$ cat src/rtl/fnd_pkg.sv
// Shared types, segment codes and helpers for the summation-result FND display.
// Segment codes are active-low {dp,g,f,e,d,c,b,a}.
package fnd_pkg;

  typedef enum logic [0:0] {
    IDLE = 1'b0,
    CONV = 1'b1
  } fnd_state_e;

  localparam logic [7:0] SEG_0     = 8'hC0;
  localparam logic [7:0] SEG_1     = 8'hF9;
  localparam logic [7:0] SEG_2     = 8'hA4;
  localparam logic [7:0] SEG_3     = 8'hB0;
  localparam logic [7:0] SEG_4     = 8'h99;
  localparam logic [7:0] SEG_5     = 8'h92;
  localparam logic [7:0] SEG_6     = 8'h82;
  localparam logic [7:0] SEG_7     = 8'hF8;
  localparam logic [7:0] SEG_8     = 8'h80;
  localparam logic [7:0] SEG_9     = 8'h90;
  localparam logic [7:0] SEG_BLANK = 8'hFF;

  // Non-decimal nibbles fall back to blank so a corrupted register never lights garbage.
  function automatic logic [7:0] seg_encode(input logic [3:0] digit, input logic blank);
    logic [7:0] code;
    if (blank) begin
      code = SEG_BLANK;
    end else begin
      case (digit)
        4'd0:    code = SEG_0;
        4'd1:    code = SEG_1;
        4'd2:    code = SEG_2;
        4'd3:    code = SEG_3;
        4'd4:    code = SEG_4;
        4'd5:    code = SEG_5;
        4'd6:    code = SEG_6;
        4'd7:    code = SEG_7;
        4'd8:    code = SEG_8;
        4'd9:    code = SEG_9;
        default: code = SEG_BLANK;
      endcase
    end
    return code;
  endfunction

  function automatic logic [3:0] dd_adjust(input logic [3:0] nibble);
    logic [3:0] res;
    if (nibble >= 4'd5) begin
      res = nibble + 4'd3;
    end else begin
      res = nibble;
    end
    return res;
  endfunction

endpackage

$ cat src/rtl/sum_fnd_controller_if.sv
// Result-load and FND-pin bundle between the upstream datapath, this display stage and the board.
interface sum_fnd_controller_if;
  logic       data_load;
  logic [7:0] data;
  logic       busy;
  logic [3:0] fnd_com;
  logic [7:0] fnd_data;

  modport master (output data_load, output data, input busy, input fnd_com, input fnd_data);
  modport slave  (input data_load, input data, output busy, output fnd_com, output fnd_data);
endinterface

$ cat src/rtl/fnd_tick_gen.sv
// Free-running prescaler producing a one-cycle scan tick every CLK_FREQ_HZ/SCAN_HZ cycles.
module fnd_tick_gen #(
  parameter int CLK_FREQ_HZ = 100_000_000,
  parameter int SCAN_HZ     = 1000
) (
  input  logic clk,
  input  logic rst,
  output logic tick
);
  localparam int PERIOD_RAW = CLK_FREQ_HZ / SCAN_HZ;
  localparam int PERIOD     = (PERIOD_RAW < 1) ? 1 : PERIOD_RAW;
  localparam int CNT_W      = (PERIOD > 1) ? $clog2(PERIOD) : 1;
  localparam logic [CNT_W-1:0] CNT_LAST = CNT_W'(PERIOD - 1);

  logic [CNT_W-1:0] cnt_q, cnt_d;
  logic             tick_q, tick_d;

  // Next count and tick; tick is registered so the scan index sees a clean strobe.
  always_comb begin
    cnt_d  = cnt_q;
    tick_d = 1'b0;
    if (cnt_q == CNT_LAST) begin
      cnt_d  = '0;
      tick_d = 1'b1;
    end else begin
      cnt_d  = cnt_q + CNT_W'(1);
      tick_d = 1'b0;
    end
  end

  // Prescaler state register.
  always_ff @(posedge clk or negedge rst) begin
    if (!rst) begin
      cnt_q  <= '0;
      tick_q <= 1'b0;
    end else begin
      cnt_q  <= cnt_d;
      tick_q <= tick_d;
    end
  end

  assign tick = tick_q;
endmodule

$ cat src/rtl/sum_fnd_controller.sv
// Captures the 8-bit sum result, converts it to BCD by sequential double-dabble
// and scans it onto a 4-digit common-anode FND.
module sum_fnd_controller
  import fnd_pkg::*;
#(
  parameter int CLK_FREQ_HZ = 100_000_000,
  parameter int SCAN_HZ     = 1000
) (
  input  logic                 clk,
  input  logic                 rst,
  sum_fnd_controller_if.slave  bus
);
  fnd_state_e  state_q, state_d;
  logic [7:0]  shift_q, shift_d;
  logic [11:0] bcd_q, bcd_d;
  logic [2:0]  step_q, step_d;
  logic [7:0]  pend_q, pend_d;
  logic        pend_valid_q, pend_valid_d;
  logic [3:0]  hund_q, hund_d;
  logic [3:0]  tens_q, tens_d;
  logic [3:0]  ones_q, ones_d;
  logic [1:0]  idx_q, idx_d;
  logic        tick_s;
  logic [11:0] bcd_adj_s;
  logic [19:0] dd_next_s;
  logic [7:0]  fnd_data_s;
  logic [3:0]  fnd_com_s;

  fnd_tick_gen #(
    .CLK_FREQ_HZ (CLK_FREQ_HZ),
    .SCAN_HZ     (SCAN_HZ)
  ) u_tick (
    .clk  (clk),
    .rst  (rst),
    .tick (tick_s)
  );

  // One double-dabble step: add-3 correction then shift {bcd, binary} left by one.
  always_comb begin
    bcd_adj_s = {dd_adjust(bcd_q[11:8]), dd_adjust(bcd_q[7:4]), dd_adjust(bcd_q[3:0])};
    dd_next_s = {bcd_adj_s[10:0], shift_q, 1'b0};
  end

  // Conversion FSM, pending-load slot and display-register update.
  always_comb begin
    state_d      = state_q;
    shift_d      = shift_q;
    bcd_d        = bcd_q;
    step_d       = step_q;
    pend_d       = pend_q;
    pend_valid_d = pend_valid_q;
    hund_d       = hund_q;
    tens_d       = tens_q;
    ones_d       = ones_q;
    case (state_q)
      IDLE: begin
        // A direct load outranks a stale pending value, which is then dropped.
        if (bus.data_load) begin
          shift_d      = bus.data;
          bcd_d        = 12'd0;
          step_d       = 3'd0;
          pend_valid_d = 1'b0;
          state_d      = CONV;
        end else if (pend_valid_q) begin
          shift_d      = pend_q;
          bcd_d        = 12'd0;
          step_d       = 3'd0;
          pend_valid_d = 1'b0;
          state_d      = CONV;
        end else begin
          state_d      = IDLE;
        end
      end
      CONV: begin
        {bcd_d, shift_d} = dd_next_s;
        step_d           = step_q + 3'd1;
        if (bus.data_load) begin
          pend_d       = bus.data;
          pend_valid_d = 1'b1;
        end else begin
          pend_valid_d = pend_valid_q;
        end
        if (step_q == 3'd7) begin
          hund_d  = dd_next_s[19:16];
          tens_d  = dd_next_s[15:12];
          ones_d  = dd_next_s[11:8];
          state_d = IDLE;
        end else begin
          state_d = CONV;
        end
      end
      default: begin
        state_d = IDLE;
      end
    endcase
  end

  // Scan index advance.
  always_comb begin
    if (tick_s) begin
      idx_d = idx_q + 2'd1;
    end else begin
      idx_d = idx_q;
    end
  end

  // State, conversion, pending, display and scan registers.
  always_ff @(posedge clk or negedge rst) begin
    if (!rst) begin
      state_q      <= IDLE;
      shift_q      <= 8'd0;
      bcd_q        <= 12'd0;
      step_q       <= 3'd0;
      pend_q       <= 8'd0;
      pend_valid_q <= 1'b0;
      hund_q       <= 4'd0;
      tens_q       <= 4'd0;
      ones_q       <= 4'd0;
      idx_q        <= 2'd0;
    end else begin
      state_q      <= state_d;
      shift_q      <= shift_d;
      bcd_q        <= bcd_d;
      step_q       <= step_d;
      pend_q       <= pend_d;
      pend_valid_q <= pend_valid_d;
      hund_q       <= hund_d;
      tens_q       <= tens_d;
      ones_q       <= ones_d;
      idx_q        <= idx_d;
    end
  end

  // Digit select and leading-zero blanking; depends only on registers.
  always_comb begin
    fnd_com_s = ~(4'b0001 << idx_q);
    case (idx_q)
      2'd0:    fnd_data_s = seg_encode(ones_q, 1'b0);
      2'd1:    fnd_data_s = seg_encode(tens_q, (hund_q == 4'd0) && (tens_q == 4'd0));
      2'd2:    fnd_data_s = seg_encode(hund_q, hund_q == 4'd0);
      2'd3:    fnd_data_s = SEG_BLANK;
      default: fnd_data_s = SEG_BLANK;
    endcase
  end

  assign bus.busy     = (state_q == CONV);
  assign bus.fnd_com  = fnd_com_s;
  assign bus.fnd_data = fnd_data_s;
endmodule
$ cat src/flat_wrapper.sv
// flat-port wrapper written by rule: the top's interface ports become plain ports
module sum_fnd_controller_flat import fnd_pkg::*;
#(
  parameter int CLK_FREQ_HZ = 100_000_000,
  parameter int SCAN_HZ     = 1000
)
  (clk, rst, bus_data_load, bus_data, bus_busy, bus_fnd_com, bus_fnd_data);
  sum_fnd_controller_if bus_i ();
  input  logic clk;
  input  logic rst;
  input wire logic [$bits(bus_i.data_load)-1:0] bus_data_load;
  input wire logic [$bits(bus_i.data)-1:0] bus_data;
  output wire logic [$bits(bus_i.busy)-1:0] bus_busy;
  output wire logic [$bits(bus_i.fnd_com)-1:0] bus_fnd_com;
  output wire logic [$bits(bus_i.fnd_data)-1:0] bus_fnd_data;
  assign bus_i.data_load = bus_data_load;
  assign bus_i.data = bus_data;
  assign bus_busy = bus_i.busy;
  assign bus_fnd_com = bus_i.fnd_com;
  assign bus_fnd_data = bus_i.fnd_data;
  sum_fnd_controller #(.CLK_FREQ_HZ(CLK_FREQ_HZ), .SCAN_HZ(SCAN_HZ)) u_core (.clk(clk), .rst(rst), .bus(bus_i));
endmodule
$ cat config.mk
export PLATFORM = sky130hd
export DESIGN_NAME = sum_fnd_controller_flat
export DESIGN_NICKNAME = d
export VERILOG_FILES = /design/src/rtl/fnd_pkg.sv /design/src/rtl/sum_fnd_controller_if.sv /design/src/rtl/fnd_tick_gen.sv /design/src/rtl/sum_fnd_controller.sv /design/src/flat_wrapper.sv
export SDC_FILE = /design/constraint.sdc
export NUM_CORES = 1
export LEC_CHECK = 0
export ABC_AREA = 0
export BUFFER_PORTS_ARGS = -buffer_cell sky130_fd_sc_hd__buf_2
export CAP_MARGIN = 0
export CORE_MARGIN = 2
export CORE_UTILIZATION = 25
export DETAILED_ROUTE_END_ITERATION = 10
export GPL_ROUTABILITY_DRIVEN = 1
export GPL_TIMING_DRIVEN = 0
export SYNTH_ARGS = -nofsm -noshare
export SYNTH_HDL_FRONTEND = slang
export SYNTH_SLANG_ARGS = --single-unit
$ cat constraint.sdc
create_clock -name clk -period 3.7 [get_ports clk]
set_clock_uncertainty 0.05 [all_clocks]
set_input_delay 0.555 -clock clk [delete_from_list [all_inputs] [get_ports clk]]
set_output_delay 0.555 -clock clk [all_outputs]
set_load 0.05 [all_outputs]
# After elaboration in Yosys (flattened, before gate mapping)

Memory sizes are Yosys's and may differ from the RTL's.
Index checks and enable logic that the tools add are counted.

$add $sub $neg: 6
Shift operators: 1
Eq/ne operators: 7
Reductions and logical operators: 6
$lt $le $gt $ge: 3
Muxes and demuxes: 23
Bitwise operators: 2

Operator list:

| cell                                                   | count |
|---|---|
| 2-to-1 mux 8 bit                                       | 4 |
| case mux 8 bit (4 select lines)                        | 1 |
| 2-to-1 mux 12 bit                                      | 2 |
| case mux 12 bit (2 select lines)                       | 1 |
| adder 17 x 1 -> 17 bit (second input constant)         | 1 |
| == test 17 bit (second input constant)                 | 1 |
| 2-to-1 mux 17 bit                                      | 1 |
| case mux 8 bit (2 select lines)                        | 1 |
| >= comparator 4 x 3 -> 1 bit (second input constant)   | 3 |
| 2-to-1 mux 3 bit                                       | 3 |
| adder 4 x 2 -> 4 bit (second input constant)           | 2 |
| zero test 4 bit                                        | 2 |
| 2-to-1 mux 4 bit                                       | 2 |
| case mux 3 bit (2 select lines)                        | 1 |
| 2-to-1 mux 1 bit                                       | 5 |
| == test 2 bit (second input constant)                  | 2 |
| inverter 4 bit                                         | 1 |
| case mux 1 bit (2 select lines)                        | 2 |
| AND reduction 2 bit                                    | 2 |
| << shifter 1 x 2 -> 4 bit (first input constant)       | 1 |
| adder 3 x 1 -> 3 bit (second input constant)           | 1 |
| adder 3 x 2 -> 3 bit (second input constant)           | 1 |
| == test 3 bit (second input constant)                  | 1 |
| inequality test 3 x 2 -> 1 bit (second input constant) | 1 |
| other kinds (6)                                        | 6 |

Output and inout port bits: 13
Input port bits: 11
Register bits after elaboration: 65
Memories kept: 3
Bits in read-only memories: 336

Memories:

| name             | depth | width | rd ports | clocked after Yosys merged registers in | write ports | line          | source |
|---|---|---|---|---|---|---|---|
| (name not given) | 16    | 7     | 1        | 0                                       | 0           | fnd_pkg.sv:28 | `case (digit)` |
| (name not given) | 16    | 7     | 1        | 0                                       | 0           | fnd_pkg.sv:28 |  |
| (name not given) | 16    | 7     | 1        | 0                                       | 0           | fnd_pkg.sv:28 |  |

# Longest topological paths before layout

Gate-level depths: netlist of the first run.

Word-level depth: 4
Mapped depth: 7

# Modules after synthesis

From an unflattened synthesis of the first run, not the netlist that was laid out.

Cell total of the unflattened synthesis: 383
Area, all modules: 3816.2 µm²

Modules (own cells, without submodules):

| module             | times used | sequential area each (µm²) | cells an instance | area an instance (µm²) |
|---|---|---|---|---|
| sum_fnd_controller | 1          | 1176.1                     | 308               | 2997.9 |
| fnd_tick_gen       | 1          | 450.4                      | 75                | 818.3 |

# Worst setup path after synthesis of the first run

No wires, ideal clock.

Path kind: flip-flop to output port
From: register u_core.idx_q[0]
To: output bus_fnd_data[3]
Buffers on the path: 0
Required time: 3.095 ns
Stages on the path, launching flop included: 7
Slack: 0.920 ns
Arrival time: 2.175 ns
Cell sequence: dfrtp_1 inv_1 ha_1 inv_1 nor2_1 o21ai_0 a32oi_1

Word-level cells in the longest chain between the ends: 2
Elaborated cells on any way between the ends: 5

Ends and longest elaborated chain:

| element                               | line                      | source |
|---|---|---|
| from (decl)                           | sum_fnd_controller.sv:22  | `logic [1:0] idx_q, idx_d;` |
| from (signal assigned)                | sum_fnd_controller.sv:130 | `idx_q <= idx_d;` |
| == test 2 bit (tied with other cells) | sum_fnd_controller.sv:137 | `case (idx_q)` |
| case mux 8 bit (4 select lines) (*)   | sum_fnd_controller.sv:137 |  |
| to (decl)                             | flat_wrapper.sv:15        | `output wire logic [$bits(bus_i.fnd_data)-1:0] bus_fnd_data;` |

Mark *: on every way between the ends. The rest lies on a longest branch, timed or not.

# Worst setup path in the final report of the first run

Same ends and word-level chain as after synthesis.

==> flow_summary.json, run 1 <==
{
  "root_buffer": "clkbuf_16",
  "synth_cell_types": 46,
  "syn-instance-count": 386,
  "grt-ovfl-total": 0,
  "drtPass1Iterations": 5,
  "synth_edf_count": 0,
  "nNetsFinal": 458,
  "grt_pass1_vias": 2889,
  "cts_num_sinks": 65,
  "area_growth_pct": 16.7,
  "max_slew_margin_pct": 45.3,
  "yosysSeqAreaShare_pct": 42.9,
  "io-pin-count": 24,
  "fin_util_pct": 29.4,
  "synth_nets": 426,
  "clkTransAtPathRegs_ps": 50,
  "grt_pass1_wl_mm": 13.8,
  "cts_buffers": 9,
  "detail_route.iter0.violations": 223,
  "synth.largest_area_cell": "dfrtp_1",
  "async_flop_share_pct": 100,
  "hold_ws_ps": 291,
  "wl_met2_mm": 3.69,
  "grt_usage_pct": 10.5,
  "die_y_um": 127,
  "path_class": "register to output port",
  "seqCellArea_um2": 1630,
  "cellPowerDensity_nw_per_um2": 793,
  "finalHoldViolCount": 0,
  "tns_ps": 0,
  "wl_met1_mm": 3.89,
  "clkLatencyLatePin_ps": 320,
  "finalSetupViolCount": 0,
  "cp.arrival_ps": 2370,
  "wirelength_mm": 8.10,
  "cap_violations": 0,
  "ctsLongestPathBuffers": 2,
  "cts_tree": "built",
  "die-area_um2": 16200,
  "synth_ff_type": "dfrtp_1",
  "vias": 2923,
  "min_path_type": "input pin to async pin",
  "io_buffers": 21,
  "status": "complete, no violations",
  "rows": 45,
  "start_util_pct": 25.2,
  "drive_gt1_share_pct": 13.7,
  "ys_ff_latch": 65,
  "synthTopCellsByArea": "dfrtp_1, ha_1, o21ai_0",
  "wl_per_cell_um": 13.3,
  "rsz0062_at_grt": "false",
  "fin_area_um2": 4420,
  "crit_fanout": 8,
  "crit_path_end_kind": "output port",
  "top_layer": "met4",
  "multi_input_area_um2": 2020,
  "hpwl_mm": 5.70,
  "period_share_pct": 80.3,
  "synth.top_cells.by_count": "dfrtp_1, o21ai_0, ha_1",
  "synth_most_common_cell": "dfrtp_1",
  "die_w_um": 127,
  "leakagePower_nw": 1.98,
  "antenna_found_initial": 0,
  "ant_nets": 0,
  "avgSynthCellArea_um2": 9.82,
  "start_kind": "register",
  "diodes": 0,
  "post_cts_buffers": 0,
  "fin_crit_ps": 2970,
  "gp_congestion": 0.795,
  "synth_top_area_share_pct": 42.9,
  "fillCellCount": 1543,
  "required_ps": 3090,
  "ys_warn_count": 0,
  "clock.fmax_mhz": 336,
  "dr_wl_met3_um": 446,
  "h-tree-depth": 3,
  "drv_slew": 0,
  "worst_slew_pin_slew_ps": 821,
  "cts_resized": 0,
  "drc": 0,
  "syn-cell-area_um2": 3790,
  "vdd_drop_max_mv": 0.492,
  "hold_buffers": 0,
  "placed_area_um2": 4130,
  "grt_max_degree": 66,
  "coreArea_um2": 15000,
  "vias_per_cell": 4.78
}
final timing paths:
path,depth (start not counted),slack (ps),from,endpoint
min in group clk,1,430,u_core.u_tick.tick,u_core.idx_q[0]
max in group asynchronous,1,2780,rst,u_core.step_q[2]
worst max-delay path,8,730,u_core.idx_q[0],bus_fnd_data[3]
worst min-delay path,1,290,rst,u_core.u_tick.cnt_q[6]
worst max register to register,6,1930,u_core.bcd_q[4],u_core.bcd_q[6]
worst min register to register,1,430,u_core.u_tick.tick,u_core.idx_q[0]
layout make-up:
type | instances | area share (%)
plain buffers | 16 | 1.56
clock buffers | 13 | 5.66
clock inverters | 3 | 0.905
inverters | 21 | 1.78
multi-input cells | 284 | 45.6
flip-flops and latches | 65 | 36.8
well taps | 188 | 5.32
repair buffers | 21 | 2.43
state kept, by name, summed over array words and instances, names as in the netlist:
signal               flops
u_core.idx_q             2
u_core.ones_q            4
u_core.pend_valid_q      1
u_core.step_q            3
u_core.tens_q            4
u_core.shift_q           8
u_core.hund_q            4
u_core.bcd_q            12
u_core.u_tick.cnt_q     17
u_core.pend_q            8
u_core.u_tick.tick       1
u_core.bus.busy          1
power breakdown:
group | internal (W) | switching (W)
combinational | 0.000604 | 0.000970
clock | 0.000538 | 0.000284
sequential | 0.000919 | 0.000190
kinds of logic (layout without fill, tap and decap cells):
family | Yosys count | after routing | synth area share, %
flip-flops | 65 | 65 | 42.9
XOR/XNOR | 20 | 20 | 4.62
AO/OA/AOI/OAI | 92 | 92 | 15.3
AND/OR/NAND/NOR | 117 | 117 | 16.5
other | 1 | 1 | 0.0989
multiplexers | 25 | 25 | 7.07
buffers and inverters | 37 | 74 | 3.90
adder cells (fa/ha/maj) | 29 | 29 | 9.57
metal layers:
layer,vias to the layer above,track usage [%]
met1,1398,14.0
met2,83,16.4
met5,-,0
li1,1434,-
met3,8,2.47
met4,0,4.20
through the flow:
| step | total power [W] | std cells | setup WS, ps |
|---|---|---|---|
| floorplan | 0.00231 | 386 | 920 |
| global placement | 0.00261 | 595 | 1190 |
| detailed placement | 0.00270 | 595 | 1110 |
| CTS | 0.00354 | 611 | 753 |
| global route | 0.00378 | 611 | 597 |
| finish | 0.00351 | 611 | 728 |
placed cells by master (no fill, tap or decap), drive strengths merged, types with 2 or more instances in the layout:
cell type and count:
o22ai 4, nor3 3, and2 2, and3 7, clkbuf 23, a32oi 6
mux2i 11, nor2 26, and4 2, xnor2 11, inv 21, xor2 9
a21boi 2, nand2 28, o211ai 3, dfrtp 65, nand2b 10, a22o 8
nor4 3, mux2 14, a22oi 5, buf 27, nor3b 5, nor2b 9
nand3 11, ha 29, nand4 8, a21oi 21, a21o 2, o21ai 33
o221ai 2, clkinv 2
worst max-delay path, cell delays in order, from the launching register on:
cell and delay (ps):
dfrtp_1 410, inv_1 100, ha_1 200, clkbuf_1 190, nor2_1 220, o221a_2 250
a21boi_0 290, a32oi_1 150, buf_2 240
No activity file was read; power rests on OpenSTA's default activity.
==> run 2: changes to the inputs <==
==> constraint.sdc (replaced) <==
create_clock -name clk -period 2.7 [get_ports clk]
set_clock_uncertainty 0.05 [all_clocks]
set_input_delay 0.405 -clock clk [delete_from_list [all_inputs] [get_ports clk]]
set_output_delay 0.405 -clock clk [all_outputs]
set_load 0.05 [all_outputs]
==> run 2 against run 1 <==
Hold slack worse by 150 ps. Combinational power is 42% higher. Setup slack worse by 640 ps. Via count is 0.27% higher. First-iteration DRC count is 13% lower. Register-to-register slack worse by 1000 ps. Global-route usage hardly changed. Cell area is 0.88% higher. Sequential power is 38% higher. Utilization is 0.26 points higher. Clock power is 37% higher. Clock-buffer cell count stayed put. Critical endpoint unchanged. Largest cell class unchanged. Largest power group unchanged. Highest routed layer unchanged.
==> flow_summary.json, run 2 (same netlist as run 1, synthesis figures left out) <==
{
  "grt_usage_pct": 10.5,
  "crit_fanout": 6,
  "area_growth_pct": 17.7,
  "fin_area_um2": 4460,
  "vias": 2931,
  "period_share_pct": 96.8,
  "critPathBufInv": 2,
  "h-tree-depth": 3,
  "wirelength_mm": 8.13,
  "largest_reg_flops": 17,
  "gp_congestion": 0.795,
  "grt_pass1_wl_mm": 13.8,
  "min_path_type": "input pin to async pin",
  "fin_util_pct": 29.7,
  "clock.fmax_mhz": 383,
  "ant_nets": 0,
  "leakagePower_nw": 1.99,
  "fillCellCount": 1543,
  "start_util_pct": 25.2,
  "crit_path_end_kind": "output port",
  "reg_top3": "u_core.u_tick.cnt_q: 17 flops, u_core.bcd_q: 12 flops",
  "drc": 0,
  "cellPowerDensity_nw_per_um2": 1100,
  "clkLatencyLatePin_ps": 320,
  "die_w_um": 127,
  "start_kind": "register",
  "coreArea_um2": 15000,
  "grt-ovfl-total": 0,
  "finalSetupViolCount": 0,
  "finalHoldViolCount": 0,
  "hold_buffers": 0,
  "nNetsFinal": 458,
  "drv_slew": 0,
  "max_slew_margin_pct": 45.6,
  "vdd_drop_max_mv": 0.769,
  "final_cell_mix": "dfrtp_1, o21ai_0, nand2_1, ha_1, nor2_1",
  "rows": 45,
  "max_stage_delay_ps": 460,
  "fin_crit_ps": 2610,
  "path_class": "register to output port",
  "diodes": 0,
  "grt_max_degree": 66,
  "cts_buffers": 9,
  "detail_route.iter0.violations": 193,
  "placed_area_um2": 4130,
  "wl_per_cell_um": 13.3,
  "root_buffer": "clkbuf_16",
  "die_y_um": 127,
  "drive_gt1_share_pct": 16.1,
  "die-area_um2": 16200,
  "hpwl_mm": 5.70,
  "cap_violations": 0,
  "ctsLongestPathBuffers": 2,
  "cp_top_family": "compound AO/OA/AOI/OAI gates",
  "status": "complete, no violations",
  "cp_slowest_cell": "dfrtp_2",
  "top_register": "u_core.u_tick.cnt_q",
  "clkTransAtPathRegs_ps": 50,
  "layout_commonest_cell": "dfrtp_1",
  "cts_num_sinks": 65,
  "antenna_found_initial": 0,
  "grt_pass1_vias": 2898,
  "cp.arrival_ps": 2160,
  "drtPass1Iterations": 4,
  "path_cells": "inv_2 -> ha_2 -> nand2b_1 -> o221a_2 -> a21boi_1 -> a32oi_1 -> buf_4",
  "cts_tree": "built",
  "io_buffers": 21,
  "vias_per_cell": 4.80,
  "required_ps": 2250,
  "io-pin-count": 24,
  "worst_slew_pin_slew_ps": 816
}
run 2: worst paths after layout:
kind                                          from                endpoint  slack [ps]  cells after the start
worst max-delay path              u_core.hund_q[1]         bus_fnd_data[3]          90                      7
worst min-delay path                           rst  u_core.u_tick.cnt_q[6]         140                      1
worst max register to register     u_core.bcd_q[4]         u_core.bcd_q[6]         930                      6
worst min register to register  u_core.u_tick.tick         u_core.idx_q[0]         430                      1
max in group asynchronous                      rst        u_core.hund_q[0]        1890                      1
min in group clk                       bus_data[0]        u_core.pend_q[0]         280                      2
run 2: layer usage:
layer / track usage [%] / part of all wire [%]
met1: 14.1 / 49
met2: 16.5 / 46
met3: 2.43 / 4.3
met4: 4.20 / 1.2
met5: 0 / 0
run 2: timing repair:
action	CTS	global route
setup endpoints to repair	6	7
buffers inserted	0	1
pin swaps	0	6
resized for setup	5	17
run 2: final cells by class:
| class | count | area, um^2 | area share [%] |
|---|---|---|---|
| sequential | 65 | 1630 | 36.5 |
| multi-input combinational | 284 | 2030 | 45.5 |
| timing repair buffer | 22 | 130 | 2.92 |
| clock inverter | 3 | 40.0 | 0.897 |
| clock buffer | 13 | 250 | 5.61 |
| inverter | 21 | 78.8 | 1.77 |
| buffer | 15 | 65.1 | 1.46 |
| tap | 188 | 235 | 5.27 |
run 2: per-stage QoR:
stage / cells / TNS, ps / hold slack (ps) / power [W] / setup WS, ps
global placement: 595 / 0 / 423 / 0.00358 / 342
floorplan: 386 / 0 / 59.4 / 0.00316 / 70.3
global route: 611 / -1.04 / 211 / 0.00527 / -1.04
detailed placement: 595 / 0 / 419 / 0.00369 / 259
CTS: 611 / 0 / 165 / 0.00488 / 1.74
finish: 611 / 0 / 136 / 0.00489 / 86.4
run 2: power by group:
part	internal (W)	switching [W]
Clock	0.000737	0.000389
Combinational	0.000880	0.00135
Sequential	0.00126	0.000267
Total	0.00288	0.00201
